<file path="config.mk">
export PLATFORM = sky130hd
export DESIGN_NAME = ui_uart_rx_frame
export DESIGN_NICKNAME = d
export VERILOG_FILES = /design/src/rtl/ui_uart_pkg.sv /design/src/rtl/ui_uart_rx_frame.sv
export SDC_FILE = /design/constraint.sdc
export NUM_CORES = 1
export LEC_CHECK = 0
export ABC_AREA = 1
export CAP_MARGIN = 20
export CORE_MARGIN = 8
export CORE_UTILIZATION = 45
export CTS_BUF_LIST = sky130_fd_sc_hd__clkbuf_16
export DETAILED_ROUTE_END_ITERATION = 6
export MAX_ROUTING_LAYER = met4
export PLACE_DENSITY = 0.66
export SLEW_MARGIN = 20
export SYNTH_ARGS = -nofsm -noshare
export SYNTH_HDL_FRONTEND = slang
export SYNTH_SLANG_ARGS = --single-unit
</file>
<file path="constraint.sdc">
create_clock -name clk -period 2.84 [get_ports clk]
set_clock_uncertainty 0.2 [all_clocks]
set_input_delay 0.568 -clock clk [delete_from_list [all_inputs] [get_ports clk]]
set_output_delay 0.568 -clock clk [all_outputs]
set_load 0.005 [all_outputs]
</file>
<file path="src/rtl/ui_uart_pkg.sv">
// Shared definitions for the UART command-frame receiver: FSM state
// encoding and the default frame marker / payload limit.
package ui_uart_pkg;

    typedef enum logic [2:0] {
        ST_IDLE = 3'd0,
        ST_CMD  = 3'd1,
        ST_LEN  = 3'd2,
        ST_DATA = 3'd3,
        ST_CHK  = 3'd4
    } rx_state_t;

    localparam logic [7:0] DEF_SYNC_BYTE = 8'hA5;
    localparam int         DEF_MAX_LEN   = 8;

endpackage

</file>
<file path="src/rtl/ui_uart_rx_frame.sv">
// Frame parser sitting behind a UART byte receiver. It assembles
// SYNC, CMD, LEN, payload and XOR checksum into a command record,
// hands it to a valid/ready consumer, and reports framing, length,
// checksum, timeout and overflow problems as one-cycle pulses.
module ui_uart_rx_frame
    import ui_uart_pkg::*;
#(
    parameter logic [7:0] SYNC_BYTE    = DEF_SYNC_BYTE,
    parameter int         MAX_LEN      = DEF_MAX_LEN,
    parameter int         TIMEOUT_CLKS = 1_000_000
) (
    input  logic        clk,
    input  logic        rst_n,
    input  logic [7:0]  rx_data,
    input  logic        rx_data_rdy,
    input  logic        frm_err,
    output logic        cmd_valid,
    input  logic        cmd_ready,
    output logic [7:0]  cmd_op,
    output logic [3:0]  cmd_len,
    output logic [63:0] cmd_data,
    output logic        err_chk,
    output logic        err_len,
    output logic        err_frm,
    output logic        err_tmo,
    output logic        err_ovf
);

    // A counter of width 1 still works when the timeout is a single cycle.
    localparam int TW = (TIMEOUT_CLKS > 1) ? $clog2(TIMEOUT_CLKS) : 1;
    localparam logic [TW-1:0] TMO_LAST = TW'(TIMEOUT_CLKS - 1);

    rx_state_t      state_q;
    logic [7:0]     op_q;
    logic [3:0]     len_q;
    logic [2:0]     idx_q;
    logic [7:0]     chk_q;
    logic [63:0]    pay_q;
    logic [TW-1:0]  tmo_cnt;

    logic byte_ok;
    logic tmo_hit;
    logic chk_match;
    logic load_out;
    logic last_data;

    // Decode of the current byte and of the delivery/timeout conditions.
    always_comb begin
        byte_ok   = rx_data_rdy && !frm_err;
        tmo_hit   = (state_q != ST_IDLE) && !rx_data_rdy && (tmo_cnt == TMO_LAST);
        chk_match = (rx_data == chk_q);
        load_out  = byte_ok && (state_q == ST_CHK) && chk_match && (!cmd_valid || cmd_ready);
        last_data = (({1'b0, idx_q} + 4'd1) == len_q);
    end

    // Frame FSM: walks the byte sequence, builds the payload and checksum,
    // and raises exactly one error pulse for any byte that breaks the frame.
    always_ff @(posedge clk) begin
        if (!rst_n) begin
            state_q <= ST_IDLE;
            op_q    <= '0;
            len_q   <= '0;
            idx_q   <= '0;
            chk_q   <= '0;
            pay_q   <= '0;
            err_chk <= 1'b0;
            err_len <= 1'b0;
            err_frm <= 1'b0;
            err_tmo <= 1'b0;
            err_ovf <= 1'b0;
        end else begin
            err_chk <= 1'b0;
            err_len <= 1'b0;
            err_frm <= 1'b0;
            err_tmo <= 1'b0;
            err_ovf <= 1'b0;
            if (rx_data_rdy && frm_err) begin
                state_q <= ST_IDLE;
                err_frm <= 1'b1;
            end else if (rx_data_rdy) begin
                case (state_q)
                    ST_IDLE: begin
                        if (rx_data == SYNC_BYTE)
                            state_q <= ST_CMD;
                    end
                    ST_CMD: begin
                        op_q    <= rx_data;
                        chk_q   <= rx_data;
                        pay_q   <= '0;
                        state_q <= ST_LEN;
                    end
                    ST_LEN: begin
                        if (rx_data > 8'(MAX_LEN)) begin
                            state_q <= ST_IDLE;
                            err_len <= 1'b1;
                        end else begin
                            len_q   <= rx_data[3:0];
                            chk_q   <= chk_q ^ rx_data;
                            idx_q   <= '0;
                            state_q <= (rx_data == 8'd0) ? ST_CHK : ST_DATA;
                        end
                    end
                    ST_DATA: begin
                        pay_q[{idx_q, 3'b000} +: 8] <= rx_data;
                        chk_q <= chk_q ^ rx_data;
                        idx_q <= idx_q + 3'd1;
                        if (last_data)
                            state_q <= ST_CHK;
                    end
                    ST_CHK: begin
                        state_q <= ST_IDLE;
                        if (!chk_match)
                            err_chk <= 1'b1;
                        else if (cmd_valid && !cmd_ready)
                            err_ovf <= 1'b1;
                    end
                    default: state_q <= ST_IDLE;
                endcase
            end else if (tmo_hit) begin
                state_q <= ST_IDLE;
                err_tmo <= 1'b1;
            end
        end
    end

    // Inter-byte timeout: restarts on every byte and whenever the parser idles.
    always_ff @(posedge clk) begin
        if (!rst_n || state_q == ST_IDLE || rx_data_rdy || tmo_hit)
            tmo_cnt <= '0;
        else
            tmo_cnt <= tmo_cnt + 1'b1;
    end

    // Output holding register: loads a checked frame when the slot is free
    // or being emptied this cycle, and stays frozen while the consumer stalls.
    always_ff @(posedge clk) begin
        if (!rst_n) begin
            cmd_valid <= 1'b0;
            cmd_op    <= '0;
            cmd_len   <= '0;
            cmd_data  <= '0;
        end else if (load_out) begin
            cmd_valid <= 1'b1;
            cmd_op    <= op_q;
            cmd_len   <= len_q;
            cmd_data  <= pay_q;
        end else if (cmd_valid && cmd_ready) begin
            cmd_valid <= 1'b0;
        end
    end

endmodule
</file>
======== After elaboration in Yosys (flattened, before gate mapping) ========
Cells that the tools add are included.
storage, ports and cells
  flip-flop bits (word level) ............. 192
cells by class
  equality and inequality tests ........... 11
  reduce and logical (&&, ||, !) cells .... 37
  bitwise gates (word level) .............. 8
  shift-type cells ........................ 2
  muxes and demuxes ....................... 20
  order comparisons ....................... 1
  $add $sub $neg .......................... 4
operators by type and width
  cell                    count
  $pmux 64 s2             1
  $bwmux 64               1
  $shift 8x8->64 const A  1
  $shiftx 8x8->64         1
  $pmux 8 s3              1
  $mux 3                  7
  $add 20x1->20 const B   1
  $eq 20x20->1 const B    1
  $pmux 3 s4              1
  $reduce_and 4->1        3
  $logic_and 1x1->1       9
  $reduce_and 3->1        3
  $eq 8x8->1              1
  $eq 8x8->1 const B      1
  $gt 8x4->1 const B      1
  $logic_not 8->1         1
  $mux 8                  1
  $neg 6->8               1
  $reduce_bool 2->1       4
  $reduce_or 4->1         2
  $xor 8x8->8             1
  $mux 1                  7
  $not 1->1               7
  $eq 3x2->1 const B      2
  15 further kinds        24

======== Logic depth before layout (Yosys ltp) ========
  word-level depth ........................ 6
  gate-level depth with buffers ........... 14

======== Worst setup path before layout ========
OpenSTA, ideal clock, no wires.
  path kind ............................... reg-to-reg
  from .................................... register idx_q[0]
  to ...................................... register pay_q[40]
  setup time .............................. 0.132 ns
  path slack .............................. 0.511 ns
  cell stages (with the launch flop) ...... 11
  data arrival time ....................... 1.996 ns
  data required time ...................... 2.508 ns
  cells stage by stage .................... dfxtp_1 > buf_4 > inv_2 > ha_1 > ha_1 > nor4_1 > nand2_1 > nand2_1 > inv_1 > nand2_1 > a21oi_1
between the ends
  cells in the longest elaborated chain, start to end .. 4
  elaborated cells between the ends (all ways) .. 5
  classes of those cells .................. add/sub (1); shift (2); mux (2)
ends and longest elaborated chain
  what                                               line                     source
  from (decl)                                        ui_uart_rx_frame.sv:36   logic [2:0] idx_q;
  from (signal assigned)                             ui_uart_rx_frame.sv:106  idx_q <= idx_q + 3'd1;
  $neg 6->8 (*)                                      ui_uart_rx_frame.sv:104  pay_q[{idx_q, 3'b000} +: 8] <= rx_data;
  $shiftx 8x8->64 or $shift 8x8->64 (tied branches)  ui_uart_rx_frame.sv:104
  $bwmux 64 (*)                                      ui_uart_rx_frame.sv:104
  $pmux 64 s2 (*)                                    ui_uart_rx_frame.sv:81   case (state_q)
  to (signal, indexed assignment)                    ui_uart_rx_frame.sv:104
  to (decl)                                          ui_uart_rx_frame.sv:38   logic [63:0] pay_q;
Every way passes the cells marked *; elsewhere a longest branch is shown, timed or not.
A chain may end at the register's enable or synchronous reset.

======== Final worst setup path ========
  from .................................... register idx_q[1]
  to ...................................... register pay_q[44]
The elaborated chain is that of the path after synthesis.

==> impl_metrics.toml <==
[logic_synthesis]
yosysWarnings = 0
seq_area_frac_synth_pct = 47.2
synth_area_um2 = 8140
synth.distinct_cells = 32
syn_area_per_cell_um2 = 6.90
synth_area_leaders = "dfxtp_1 47%, nand2_1 16%, nor2_1 9.4%"
mappedNetlistNets = 1198
synth-seq-cells = 192
synthDominantAreaCellType = "dfxtp_1"
synthFlopType = "dfxtp_1"
synth_edf_count = 0
synthArstFlopShare_pct = 0
postSynthCellCount = 1180
synth_top_area_share_pct = 47.2

[power]
irDropWorstVdd_uv = 440
powerDensity_nw_per_um2 = 507
power.total_mw = 5.21
p_leak_nw = 4.54

[cells_and_area]
mostFrequentLayoutCells = "355 x nand2_1, 203 x nor2_1, 192 x dfxtp_1"
diodes = 0
syn2layout_area_growth_pct = 26.4
n_fill_cell = 1748
drive_above_1_share_pct = 8.28
final_common_cell = "nand2_1"
fin_nets = 1322

[worst_setup_path]
reg2reg_slack_ps = 490
worst_path_largest_cell_delay_ps = 480
criticalPathCategory = "reg -> reg"
start_kind = "flip-flop"
worstPathArrival_ps = 2470
r2r_cells = 9
worst-path-max-fanout = 8
worstReg2RegStart = "idx_q[1]"
crit_required_ps = 2950
slowest_stage = "nor4_1"
crit_top_cell = "nand2_1"
end_kind = "flip-flop"
cp_cell_sequence = "inv_1 > ha_1 > ha_1 > nor4_1 > nand2_1 > nand2_1 > inv_1 > nand2_1 > a21oi_1"
cp-startpoint = "idx_q[1]"
r2r-end = "pay_q[44]"
endpoint = "pay_q[44]"

[run]
maxCapViolations = 0

[hold_path]
hold_class = "reg -> reg"
min_from = "pay_q[57]"

[cts]
htreeDepth = 4
cts.sinks = 192
clk_pin_slew_ps = 70
cts_inserted_buffers = 17
cts_hold_buffers = 0
cts_tree = "done"
cts_root_buf = "clkbuf_16"
post_cts_buffers = 0
worstSkewPairLatency_ps = 430
cts_max_path_buffers = 2
cts_resized = 0

[floorplan]
die_y_um = 150
die-area_um2 = 22600
die_x_um = 150
ioPinCount = 95
initial_core_util_pct = 45.6
num_rows = 49
core_area_um2 = 17800

[sta]
min_period_ps = 2350
tightest_slew_ps = 604
relSlewSlack_pct = 59.5
setup_violations = 0
slew_viol_final = 0
timing.final.crit_share_pct = 82.9
clock.fmax_ghz = 0.425
hold_viol = 0
timing.setup.tns_ps = 0
rsz0062_at_grt = "false"

[placed_design]
place.gp.congestion = 0.931
dp_hpwl_um = 14300
port_buffers = 94

[detailed_routing]
routedWlPerCell_um = 13.1
ant_nets = 0
drt-pass1-iter-count = 5
num_vias = 7386
vias_per_cell = 4.78
finalWirelength_um = 20200
drc = 0
drt_iter0_markers = 478

[grt]
grt_usage_pct = 18.9
grt_max_degree = 70
antenna_found_initial = 0
grt_pass1_wl_um = 33500
grt_pass1_vias = 6805
grt.overflow.total = 0

[run_status]
status = "complete, no violations"
## how the worst min path moves through the flow
stage	end	slack (ps)	cells after the start
after detailed placement	pay_q[27]	250	2
after floorplan	pay_q[13]	240	2
after global placement	pay_q[29]	250	2
after global routing	pay_q[14]	280	2
final	pay_q[57]	260	2
after CTS	pay_q[42]	260	2
## state kept, by name, indices dropped and copies added (netlist names)
signal	cells
cmd_data	64
pay_q	64
tmo_cnt	20
chk_q	8
cmd_op	8
op_q	8
cmd_len	4
len_q	4
idx_q	3
state_q	3
cmd_valid	1
err_chk	1
err_frm	1
err_len	1
err_ovf	1
err_tmo	1
## critical path, delay by kind of cell (launching register included)
| family | cells | cell delay [ps] |
|---|---|---|
| AO/OA/AOI/OAI | 1 | 60 |
| AND/OR/NAND/NOR | 4 | 790 |
| adder cells (fa/ha/maj) | 2 | 560 |
| flip-flops | 1 | 420 |
| buffers and inverters | 2 | 200 |
## stage by stage
step | cells | utilization, % | hold WS (ps) | setup WS (ps) | cell area, µm²
final | 1546 | 57.7 | 265 | 486 | 10300
after global routing | 1546 | 57.7 | 282 | 219 | 10300
after CTS | 1546 | 57.7 | 264 | 493 | 10300
after detailed placement | 1514 | 54.5 | 253 | 273 | 9720
after global placement | 1514 | 54.5 | 249 | 279 | 9720
after floorplan | 1180 | - | 240 | 511 | 8140
## layer usage
metal | track usage, % | vias to the layer above | wire (µm)
met3 | 4.12 | 17 | 1090
met1 | 24.6 | 3305 | 9550
met4 | 5.20 | 0 | 231
met2 | 29.0 | 149 | 9310
met5 | - | - | 0
li1 | - | 3915 | -
## Yosys cell counts (2+ instances only)
library cell and number:
a211oi_1 5, a21oi_1 101, buf_2 13, clkbuf_1 31
dfxtp_1 192, ha_1 5, inv_1 127, inv_2 5
nand2_1 355, nand3_1 43, nand3b_1 3, nand4_1 20
nor2_1 203, nor2_2 4, nor2_4 2, nor3_1 18
nor3_2 4, nor3_4 4, nor3b_1 3, o21ai_0 17
o21ai_1 2, xnor2_1 13
## final cells by class
type / count / area, µm² / area share, %
Sequential cell: 192 / 3840 / 37.3
Clock buffer: 17 / 425 / 4.13
Clock inverter: 15 / 143 / 1.39
Multi-Input combinational cell: 809 / 3600 / 35.0
Inverter: 133 / 499 / 4.85
Tap cell: 229 / 287 / 2.78
Timing Repair Buffer: 151 / 1490 / 14.5
## power by group
group / total [mW] / switching, mW / internal, mW
clock: 2.34 / 1.05 / 1.29
combinational: 0.178 / 0.119 / 0.0588
sequential: 2.70 / 0.00317 / 2.70
total: 5.21 / 1.17 / 4.05
## cells by family (layout without fill, tap and decap cells)
family | count (synthesis) | count (layout) | synth area share (%)
buffers and inverters | 179 | 316 | 8.59
AND/OR/NAND/NOR | 664 | 664 | 34.0
AO/OA/AOI/OAI | 126 | 126 | 7.92
flip-flops | 192 | 192 | 47.2
adder cells (fa/ha/maj) | 5 | 5 | 0.769
XOR/XNOR | 14 | 14 | 1.51
Power figures use the tool's default switching activity.
==> variant 1, RTL diff (same settings) <==
Set the parameter `TIMEOUT_CLKS` to 2_000_000 (it was 1_000_000).
--- a/src/rtl/ui_uart_rx_frame.sv
+++ b/src/rtl/ui_uart_rx_frame.sv
@@ -9,3 +9,3 @@
     parameter int         MAX_LEN      = DEF_MAX_LEN,
-    parameter int         TIMEOUT_CLKS = 1_000_000
+    parameter int         TIMEOUT_CLKS = 2_000_000
 ) (
Function: no difference found for any inputs over 4 cycles, from zero or initial values and one cycle with rst_n low; that may be too few to reach the edited logic, so the function may still have changed.
==> variant 1 against the original RTL <==
  * Sequential cell count increased by 1
  * Area after synthesis decreased by 0.22%
  * Setup slack worse by 0.12 ns
  * Die area down 0.19%
  * Total power is 0.65% higher
  * Count of clock-buffer cells in the layout stayed put
  * Final area shrank 2.2%
  * Core utilization down 1.3 points
  * Critical path depth fell by 1
  * Sequential power is essentially flat
  * Maximum frequency down 4.7%
  * Final cell count is 1.1% lower
  * Wire length shrank 0.85%
  * Critical path type unchanged
  * Critical endpoint is now pay_q[15]
==> variant 1: results (changes against the original RTL) <==
Number of global-route vias before repair -> 6823 (+0.26%)
Crit Path Max Fanout -> 9 (+1)
Hold Path Origin -> pay_q[23]
Met2 usage -> 29.1% (+0.13 points)
Net Sw Power -> 1120 uW (-3.9%)
Crit path DAT -> 2.62 ns (+0.15 ns)
Clock slew at reported path FFs -> 0.07 ns (about the same)
First-pass GRT wire length -> 33.1 mm (-0.91%)
Synthesized netlist cell count -> 1185 (+0.42%)
Worst skew pair latency -> 0.43 ns (about the same)
Crit path launch -> idx_q[0]
Initial DRC count -> 452 (-5.4%)
Reg2reg path depth -> 8 (-1)
Pre-CTS setup slack -> 0.147 ns (-0.127 ns)
Max H-tree Level -> 4 (unchanged)
Worst R2R End -> pay_q[15]
Placed Cells -> 1500 (-0.92%)
WHS Endpoint -> pay_q[23]
Status -> complete, no violations
Largest regs -> cmd_data (64), pay_q (64), tmo_cnt (21)
PostCTS Resize Cnt -> 0 (unchanged)
YS warnings -> 0 (unchanged)
N_diodes -> 0 (unchanged)
Final nets -> 1308 (-1.1%)
Leading post-synthesis cells by cell area -> dfxtp_1 (48%), nand2_1 (16%), nor2_1 (9.3%), a21oi_1 (6.3%), inv_1 (5.9%)
Post-DP Area -> 9490 um^2 (-2.4%)
Worst path slowest cell -> dfxtp_1
Routing usage on met3 -> 3.01% (-1.1 points)
Post-Route WL -> 20.0 mm (-0.85%)
Peak VDD IR -> 0.476 mV (+8.2%)
Largest net degree at the start of global routing -> 95 (+36%)
Global-route track usage on met1 -> 24.3% (-0.38 points)
Leakage -> 0.00442 uW (-2.6%)
Most frequent cells after synthesis -> nand2_1 (357), nor2_1 (202), dfxtp_1 (193), inv_1 (127), a21oi_1 (102)
R2r setup slk -> 0.37 ns (-0.12 ns)
Post-CTS Setup Bufs -> 0 (unchanged)
Routed len/inst -> 13.1 um (+0.26%)
Clk Tree Root Cell -> clkbuf_16
Tot GR Track Use -> 18.6% (-0.27 points)
Synth unique cells -> 28 (-13%)
GP Congestion -> 0.927 (-0.44%)
Crit-path max cell delay -> 0.51 ns (+0.03 ns)
Slew @ Worst Pin -> 0.656 ns (+0.0519 ns)
Clk buf depth -> 2 (unchanged)
Placed wire-length estimate -> 14.0 mm (-2.0%)
Seq/Total Area, Yosys -> 47.6% (+0.35 points)
Post-synth ARST share -> 0% (unchanged)
Routed via count -> 7367 (-0.26%)
Share of layout cells above drive strength 1 -> 6.54% (-1.7 points)
## variant 1: changes by cell type in the layout (fill, tap and decap cells not counted), moves of 3 or more
cell,change
buf_4,-13
buf_12,-6
nor3_4,-4
xnor2_1,-3
## variant 1: cells by family (layout without fill, tap and decap cells)
kind of cell	count (synthesis)	in the layout	share of synthesized area (%)
AOI/OAI and AO/OA	132	132	8.37
xor gates and xnor gates	13	13	1.40
adders and majority gates	5	5	0.770
buffers and inverters	178	293	8.55
DFF	193	193	47.6
and+or+nand+nor	664	664	33.3
## variant 1: final cells by class
type | instances | area share (%)
sequential | 193 | 38.4
multi-input combinational | 814 | 35.5
timing repair buffer | 132 | 12.6
inverter | 132 | 4.93
clock buffer | 17 | 4.23
tap | 229 | 2.85
clock inverter | 12 | 1.44
## variant 1: through the flow
| stage | hold WS, ns | utilization, % |
|---|---|---|
| floorplan | 0.241 | - |
| global placement | 0.249 | 53.2 |
| detailed placement | 0.253 | 53.2 |
| CTS | 0.264 | 56.4 |
| global route | 0.279 | 56.4 |
| finish | 0.263 | 56.4 |
## variant 1: power groups by stage
stage / Sequential (uW) / Clock [uW] / Combinational, uW
after CTS: 2710 / 2420 / 163
after global placement: 2780 / 0 / 162
final: 2710 / 2370 / 163
after global routing: 2710 / 2530 / 182
after detailed placement: 2780 / 0 / 162
after floorplan: 2780 / 0 / 97.1
## variant 1: worst max-delay path: cells and delay by family, from the launching register on
family | cells | cell delay [ns]
and+or+nand+nor | 2 | 0.20
DFF | 1 | 0.51
buffers and inverters | 2 | 0.28
AOI/OAI and AO/OA | 2 | 0.61
adders and majority gates | 2 | 0.60
## variant 1: per-layer routing
layer / routed length (um) / up-vias
li1: - / 3892
met1: 9690 / 3320
met2: 9300 / 134
met3: 807 / 21
met4: 213 / 0
met5: 0 / -
==> variant 2, RTL diff (same settings) <==
Without the edit above. Make the reset (`rst_n`) asynchronous in 2 clocked blocks.
--- a/src/rtl/ui_uart_rx_frame.sv
+++ b/src/rtl/ui_uart_rx_frame.sv
@@ -57,3 +57,3 @@
     // and raises exactly one error pulse for any byte that breaks the frame.
-    always_ff @(posedge clk) begin
+    always_ff @(posedge clk or negedge rst_n) begin
         if (!rst_n) begin
@@ -135,3 +135,3 @@
     // or being emptied this cycle, and stays frozen while the consumer stalls.
-    always_ff @(posedge clk) begin
+    always_ff @(posedge clk or negedge rst_n) begin
         if (!rst_n) begin
Formal check against the unedited RTL: differs if rst_n is asserted again (counterexample within 4 cycles, from zero or initial values and one cycle with rst_n low); with rst_n held inactive, the same outputs for 4 cycles.
==> variant 2 against the original RTL <==
  * Sequential cell count did not move
  * Hold slack got worse by 0.23 ns
  * Final area barely moved
  * First-iteration DRC count rose by 29%
  * Area after synthesis rose by 2.7%
  * Wire length rose by 6.2%
  * Die area rose by 2.4%
  * Setup slack improved by 0.081 ns
Power is not compared: it rests on default switching activity, and its combinational part moved more than twofold at a synthesized area within 25%.
==> variant 2: results (changes against the original RTL) <==
Final min period -> 2.27 ns (-0.0808 ns)
Post-synthesis net count -> 1004 (-16%)
Leading post-synthesis cells by cell area -> dfrtp_1 (51%), nand2_1 (15%), nand4_1 (6.6%), o21ai_0 (5.0%), dfxtp_1 (4.8%)
Routed via count -> 6990 (-5.4%)
Most frequent cells after synthesis -> nand2_1 (330), dfrtp_1 (172), nand4_1 (88), o21ai_0 (83)
Met2 usage -> 29.9% (+0.94 points)
Largest net degree at the start of global routing -> 127 (+81%)
Pre-CTS setup slack -> 0.156 ns (-0.117 ns)
Share of layout cells above drive strength 1 -> 6.99% (-1.3 points)
Worst R2R End -> tmo_cnt[3]
Core area -> 18500 um^2 (+3.4%)
Critical R2R Launch -> tmo_cnt[0]
Fillers -> 1696 (-3.0%)
Routed len/inst -> 16.1 um (+23%)
Post-synth ARST share -> 89.6% (+90 points)
Min-delay worst type -> in -> async
Slew @ Worst Pin -> 0.735 ns (+0.131 ns)
Seq/Total Area, Yosys -> 56.3% (+9.0 points)
Multi-input combinational cell area -> 3180 um^2 (-12%)
Clock tree cell share of total cell area -> 5.91% (+0.39 points)
Crit path DAT -> 2.36 ns (-0.11 ns)
Metal3 WL -> 1.03 mm (-5.2%)
Post-DP Area -> 9680 um^2 (-0.46%)
Number of global-route vias before repair -> 6864 (+0.87%)
Area Overhead vs Synth -> 23.0%
WL met1 -> 9.97 mm (+4.4%)
R2r setup slk -> 0.57 ns (+0.08 ns)
Signal buf overhead -> 12.0% (-2.5 points)
WHS -> 0.0331 ns (-0.232 ns)
Status -> complete, no violations
Global-route track usage on met1 -> 25.0% (+0.35 points)
Placed wire-length estimate -> 15.3 mm (+6.6%)
Synthesized netlist cell count -> 987 (-16%)
Placed Cells -> 1303 (-14%)
Tot GR Track Use -> 19.5% (+0.63 points)
Inverters -> 71 (-47%)
Nonclk buf count -> 124 (-18%)
Crit path launch -> tmo_cnt[0]
Reg2reg path depth -> 8 (-1)
Multi-input logic cell count -> 682 (-16%)
Initial DRC count -> 615 (+29%)
[variant 2: cell types whose count changed in the layout (fill, tap and decap cells not counted), sizes merged, moves of 62 or more]
cell / unedited run / this run
inv: 137 / 75
dfxtp: 192 / 20
nand4: 21 / 88
nor2: 209 / 73
o21ai: 19 / 91
dfrtp: 0 / 172
a21oi: 101 / 16
[variant 2: cell families (layout without fill, tap and decap cells)]
logic type                 count (synthesis)  in the layout  synth area share [%]
DFF                                      192            192                  56.3
xor gates and xnor gates                  16             16                  1.68
buffers and inverters                    113            227                  5.73
and+or+nand+nor                          554            554                  29.2
AOI/OAI and AO/OA                        108            108                  6.48
adders and majority gates                  4              4                 0.599
[variant 2: worst max-delay path, stage by stage (launching register included)]
cell	delay, ns
dfxtp_1	0.36
ha_1	0.17
nand2_1	0.07
inv_1	0.07
nand3_1	0.09
nor2_1	0.26
nand4_1	0.25
nand2_1	0.55
a21oi_1	0.10
